`src/rtl/alu_sequencer.sv`:
```
// Front-end scheduler: buffers 8-bit instructions in a small FIFO and issues them
// one at a time to the decode unit, spacing issues by each op's execution latency.
module alu_sequencer #(
    parameter int DEPTH    = 4,
    parameter int EXEC_LAT = 2,
    parameter int WR_LAT   = 1,
    parameter int CNT_W    = 8
) (
    input  logic             clk,
    input  logic             rst,
    input  logic             in_valid,
    input  logic [7:0]       in_instr,
    output logic             in_ready,
    input  logic             hold,
    input  logic             clr_err,
    output logic             load,
    output logic [7:0]       instruction,
    output logic             busy,
    output logic             idle,
    output logic             illegal,
    output logic [CNT_W-1:0] issue_count
);

    localparam int PTR_W   = $clog2(DEPTH);
    localparam int LAT_MAX = (EXEC_LAT > WR_LAT) ? EXEC_LAT : WR_LAT;
    localparam int WCNT_W  = (LAT_MAX > 1) ? $clog2(LAT_MAX) : 1;

    localparam logic [PTR_W:0]    FIFO_FULL = (PTR_W + 1)'(DEPTH);
    localparam logic [WCNT_W-1:0] EXEC_WAIT = WCNT_W'(EXEC_LAT - 1);
    localparam logic [WCNT_W-1:0] WR_WAIT   = WCNT_W'(WR_LAT - 1);

    typedef enum logic [1:0] {
        S_IDLE,
        S_ISSUE,
        S_WAIT
    } state_t;

    state_t state, state_nxt;

    logic [7:0]        mem [DEPTH];
    logic [PTR_W-1:0]  wr_ptr, rd_ptr;
    logic [PTR_W:0]    count;
    logic [WCNT_W-1:0] wait_cnt;

    logic       push, pop, head_illegal;
    logic [7:0] head;

    assign in_ready     = (count != FIFO_FULL);
    assign push         = in_valid && in_ready;
    assign pop          = (state == S_IDLE) && (count != '0) && !hold;
    assign head         = mem[rd_ptr];
    assign head_illegal = (head[7:5] == 3'b111);

    assign load = (state == S_ISSUE);
    assign busy = (state != S_IDLE);
    assign idle = (state == S_IDLE) && (count == '0);

    // Storage is not reset; only entries below count are ever read.
    always_ff @(posedge clk) begin
        if (push) begin
            mem[wr_ptr] <= in_instr;
        end
    end

    always_ff @(posedge clk or posedge rst) begin
        if (rst) begin
            wr_ptr <= '0;
            rd_ptr <= '0;
            count  <= '0;
        end else begin
            if (push) begin
                wr_ptr <= wr_ptr + 1'b1;
            end
            if (pop) begin
                rd_ptr <= rd_ptr + 1'b1;
            end
            case ({push, pop})
                2'b10:   count <= count + 1'b1;
                2'b01:   count <= count - 1'b1;
                default: count <= count;
            endcase
        end
    end

    always_comb begin
        state_nxt = state;
        case (state)
            S_IDLE: begin
                if (pop && !head_illegal) begin
                    state_nxt = S_ISSUE;
                end
            end
            S_ISSUE: state_nxt = S_WAIT;
            S_WAIT: begin
                if (wait_cnt == '0) begin
                    state_nxt = S_IDLE;
                end
            end
            default: state_nxt = S_IDLE;
        endcase
    end

    always_ff @(posedge clk or posedge rst) begin
        if (rst) begin
            state       <= S_IDLE;
            instruction <= '0;
            wait_cnt    <= '0;
            issue_count <= '0;
            illegal     <= 1'b0;
        end else begin
            state <= state_nxt;
            if (pop && !head_illegal) begin
                instruction <= head;
            end
            if (state == S_ISSUE) begin
                wait_cnt    <= (instruction[7:5] == 3'b110) ? WR_WAIT : EXEC_WAIT;
                issue_count <= issue_count + 1'b1;
            end else if (state == S_WAIT && wait_cnt != '0) begin
                wait_cnt <= wait_cnt - 1'b1;
            end
            // A reserved-opcode pop outranks a simultaneous clear.
            if (pop && head_illegal) begin
                illegal <= 1'b1;
            end else if (clr_err) begin
                illegal <= 1'b0;
            end
        end
    end

endmodule

```
`config.mk`:
```
export PLATFORM = sky130hd
export DESIGN_NAME = alu_sequencer
export DESIGN_NICKNAME = d
export VERILOG_FILES = /design/src/rtl/alu_sequencer.sv
export SDC_FILE = /design/constraint.sdc
export NUM_CORES = 1
export LEC_CHECK = 0
export CORE_MARGIN = 2
export CORE_UTILIZATION = 50
export DETAILED_ROUTE_END_ITERATION = 6
export GPL_TIMING_DRIVEN = 1
export PLACE_DENSITY = 0.74
export SETUP_SLACK_MARGIN = 0.15
export SLEW_MARGIN = 20
export SYNTH_ARGS = -nofsm -noshare
export SYNTH_HDL_FRONTEND = slang
export SYNTH_SLANG_ARGS = --single-unit
```
`constraint.sdc`:
```
create_clock -name clk -period 2.7 [get_ports clk]
set_input_delay 0.81 -clock clk [delete_from_list [all_inputs] [get_ports clk]]
set_output_delay 0.81 -clock clk [all_outputs]
set_load 0.01 [all_outputs]
```
==> results of run 1 <==
-- power by group through the flow --
stage	Combinational (mW)	Sequential, mW	Clock, mW
after global placement	1.29	1.49	0
after CTS	1.40	1.50	0.864
final	1.39	1.50	0.841
after detailed placement	1.35	1.52	0
after global routing	1.53	1.54	0.895
after floorplan	0.885	1.46	0
-- what timing repair did --
item,CTS,global route
resized for setup,2,1
setup endpoints to repair,2,1
pin swaps,1,0
setup buffers,3,0
hold buffers,0,0
-- path summary, 6_finish.rpt --
| path | cells past startpoint | to | slack (ns) | start |
|---|---|---|---|---|
| worst max-delay path | 2 | in_ready | 0.23 | count[0]$_DFFE_PP0P_ |
| worst min-delay path | 1 | issue_count[7]$_DFFE_PP0P_ | 0.47 | issue_count[7]$_DFFE_PP0P_ |
| worst max register to register | 9 | count[2]$_DFFE_PP0P_ | 0.47 | count[0]$_DFFE_PP0P_ |
| worst min register to register | 1 | issue_count[7]$_DFFE_PP0P_ | 0.47 | issue_count[7]$_DFFE_PP0P_ |
| max in group asynchronous | 3 | issue_count[2]$_DFFE_PP0P_ | 1.59 | rst |
| min in group asynchronous | 3 | count[1]$_DFFE_PP0P_ | 0.85 | rst |
-- cell type report --
cell class / instances / area (um^2) / share of cell area (%)
Sequential cell: 59 / 1637 / 51.19
Multi-Input combinational cell: 95 / 852.1 / 26.65
Timing Repair Buffer: 40 / 381.6 / 11.94
Clock buffer: 11 / 131.4 / 4.110
Tap cell: 67 / 83.83 / 2.622
Clock inverter: 5 / 77.57 / 2.427
Inverter: 9 / 33.78 / 1.057
-- state kept, by name, indices dropped and copies added, names as in the netlist --
register and cells:
state 2, mem 32, instruction 8, count 3, rd_ptr 2, wr_ptr 2, wait_cnt 1, issue_count 8
illegal 1
-- through the flow --
step / setup TNS [ns] / setup slack [ns] / hold slack (ns)
6_report: 0 / 0.2279 / 0.4720
5_1_grt: 0 / 0.1638 / 0.4899
4_1_cts: 0 / 0.1583 / 0.4722
3_5_place_dp: -0.01113 / -0.01113 / 0.4618
3_3_place_gp: 0 / 0.06340 / 0.4599
2_1_floorplan: 0 / 0.2998 / 0.4445
-- metal layers --
metal	vias to the layer above	track usage [%]
met1	766	24.08
met4	0	8.967
li1	727	-
met2	43	27.34
met5	-	0
met3	10	6.746
-- synthesized netlist by cell type, drive strengths merged (2+ instances only) --
cell type / n
o22a: 3
clkbuf: 4
ha: 6
o21ai: 6
mux2: 2
buf: 2
nor3: 4
and3: 5
nand4: 5
o211ai: 5
dfrtp: 27
a211oi: 3
nor2: 5
nand2: 11
xnor2: 6
xor2: 8
mux4: 8
nand3: 6
or3: 2
inv: 9
edfxtp: 32
-- cell families after synthesis --
family          Yosys count
flops                    59
xor+xnor                 14
buf+inv                  15
fa+ha+maj                 7
mux                      11
compound gates           19
simple gates             44
-- worst reg2reg max path: cells and delay by family (launching register included) --
family	cells	cell delay (ns)
xor+xnor	2	0.30
fa+ha+maj	2	0.54
buf+inv	2	0.13
flops	1	0.40
simple gates	3	0.78
==> results.py, run 1 <==
metrics = {
    "min_path": {
        "hp-class": "flip-flop to flip-flop",
    },
    "sta": {
        "grt_setup_unrepaired": "false",
        "fmax_mhz": 404.5,
        "hold_viol_final": 0,
        "slew_viol_final": 0,
        "fin_worst_skew_ns": 0.007851,
        "min_period_ns": 2.472,
        "finalCritPeriodShare_pct": 91.56,
        "worst_slew_pin_slew_ns": 0.7753,
        "relSlewSlack_pct": 47.91,
        "setup_viol_count_final": 0,
    },
    "route": {
        "wl_met3_um": 210,
        "drc": 0,
        "vias": 1546,
        "viasPerCell": 5.406,
        "drt_pass1_iterations": 4,
        "drtAntennaViolNets": 0,
        "initialDrtViolationCount": 69,
        "met1_length_mm": 2.069,
        "routedWlPerCell_um": 15.75,
        "wl_mm": 4.505,
        "routed-wl-met2_mm": 2.121,
        "dr.max_layer_used": "met4",
    },
    "clock_network": {
        "cts.sinks": 59,
        "cts_root_buf": "clkbuf_8",
        "htreeDepth": 3,
        "clkTransAtPathRegs_ns": 0.06,
        "cts_tree": "done",
        "insertion_delay_ns": 0.33,
        "clockBufferDepth": 2,
        "cts_buffers": 9,
    },
    "place": {
        "dp_hpwl_mm": 3.214,
        "gp_congestion": 0.7809,
        "dp_cells": 267,
        "place_area_um2": 2959,
        "numPortBuffers": 33,
    },
    "yosys": {
        "synth_top_family_by_area": "simple AND/OR/NAND/NOR gates",
        "synth-simple-area-share_pct": 9.082,
        "syn_inst": 169,
        "synth-seq-cells": 59,
        "synthMuxAreaShare_pct": 9.082,
        "synth_seq_area_share_pct": 64.21,
        "synthesis.nets": 189,
        "synth_fa_ha_area_share_pct": 3.731,
        "yosys.area.top_type": "edfxtp_1",
        "avgSynthCellArea_um2": 15.08,
        "yosysUniqueCellTypes": 35,
        "synth_flop_cell": "edfxtp_1",
        "syn_area_um2": 2549,
        "synth.top_cell.area_share_pct": 37.70,
        "async_flop_share_pct": 45.76,
        "synth_edf_count": 32,
        "synth_compound_area_share_pct": 6.235,
        "yosysWarnings": 0,
        "synth_xor_area_share_pct": 4.811,
        "synthTopCellsByArea": "edfxtp_1 38%, dfrtp_1 27%, mux4_1 5.2%, ha_1 2.9%, xor2_1 2.7%",
    },
    "critical_path": {
        "path_buf_inv": 1,
        "cp_cell_sequence": "or3b_4 > clkdlybuf4s50_1",
        "path_max_fanout": 6,
        "cp_data_arrival_time_ns": 1.66,
        "cpMaxStageDelayCell": "clkdlybuf4s50_1",
        "cp.required_ns": 1.89,
        "slowest_delay_ns": 0.50,
        "start_kind": "flip-flop",
        "crit_path_end_kind": "primary output",
        "crit_type": "flip-flop to primary output",
        "cp_top_family": "buffers and inverters",
    },
    "die": {
        "die_x_um": 75.40,
        "pin_count": 34,
        "chipHeight_um": 75.40,
        "start_util_pct": 52.91,
        "core_um2": 4817,
        "dieArea_um2": 5684,
        "row_count": 25,
    },
    "global_routing": {
        "grt_usage_pct": 18.38,
        "grt_pass1_wl_mm": 7.389,
        "grt_pass1_vias": 1573,
        "grt_max_degree": 28,
        "antenna_found_initial": 0,
        "overflow": 0,
    },
    "layout": {
        "layout_common_cells": "32 x clkdlybuf4s50_1, 32 x edfxtp_1, 27 x dfrtp_1, 11 x nand2_1",
        "final_util_pct": 66.36,
        "finalInstanceArea_um2": 3197,
        "layout-drive-gt1-share_pct": 16.89,
        "fin_cells": 286,
        "insertedDiodeCount": 0,
        "fillers": 353,
        "syn_to_final_growth_pct": 25.43,
        "nNetsFinal": 234,
    },
    "power": {
        "p_int_mw": 2.502,
        "clkPwrFrac_pct": 22.6,
        "p_sw_mw": 1.227,
        "pwr_density_cell_nw_per_um2": 1166,
        "switching_share_pct": 32.91,
        "power_leakage_nw": 1.287,
        "ir_drop_mv": 0.4848,
        "p_seq_share_pct": 40.1,
        "power_mw": 3.729,
        "combPwrFrac_pct": 37.3,
    },
    "flow_run": {
        "max_cap_violations": 0,
    },
    "run_status": {
        "run_status": "completed",
    },
}
Note: power is estimated with default switching activity, not from simulation.
==> run 2: changes to the inputs <==
--- a/config.mk
+++ b/config.mk
@@ -11,7 +11,6 @@
 export GPL_TIMING_DRIVEN = 1
 export PLACE_DENSITY = 0.74
 export SETUP_SLACK_MARGIN = 0.15
-export SLEW_MARGIN = 20
 export SYNTH_ARGS = -nofsm -noshare
 export SYNTH_HDL_FRONTEND = slang
 export SYNTH_SLANG_ARGS = --single-unit
==> results of run 2 <==
The final DEF is identical to that of run 1; final timing and power are the same.
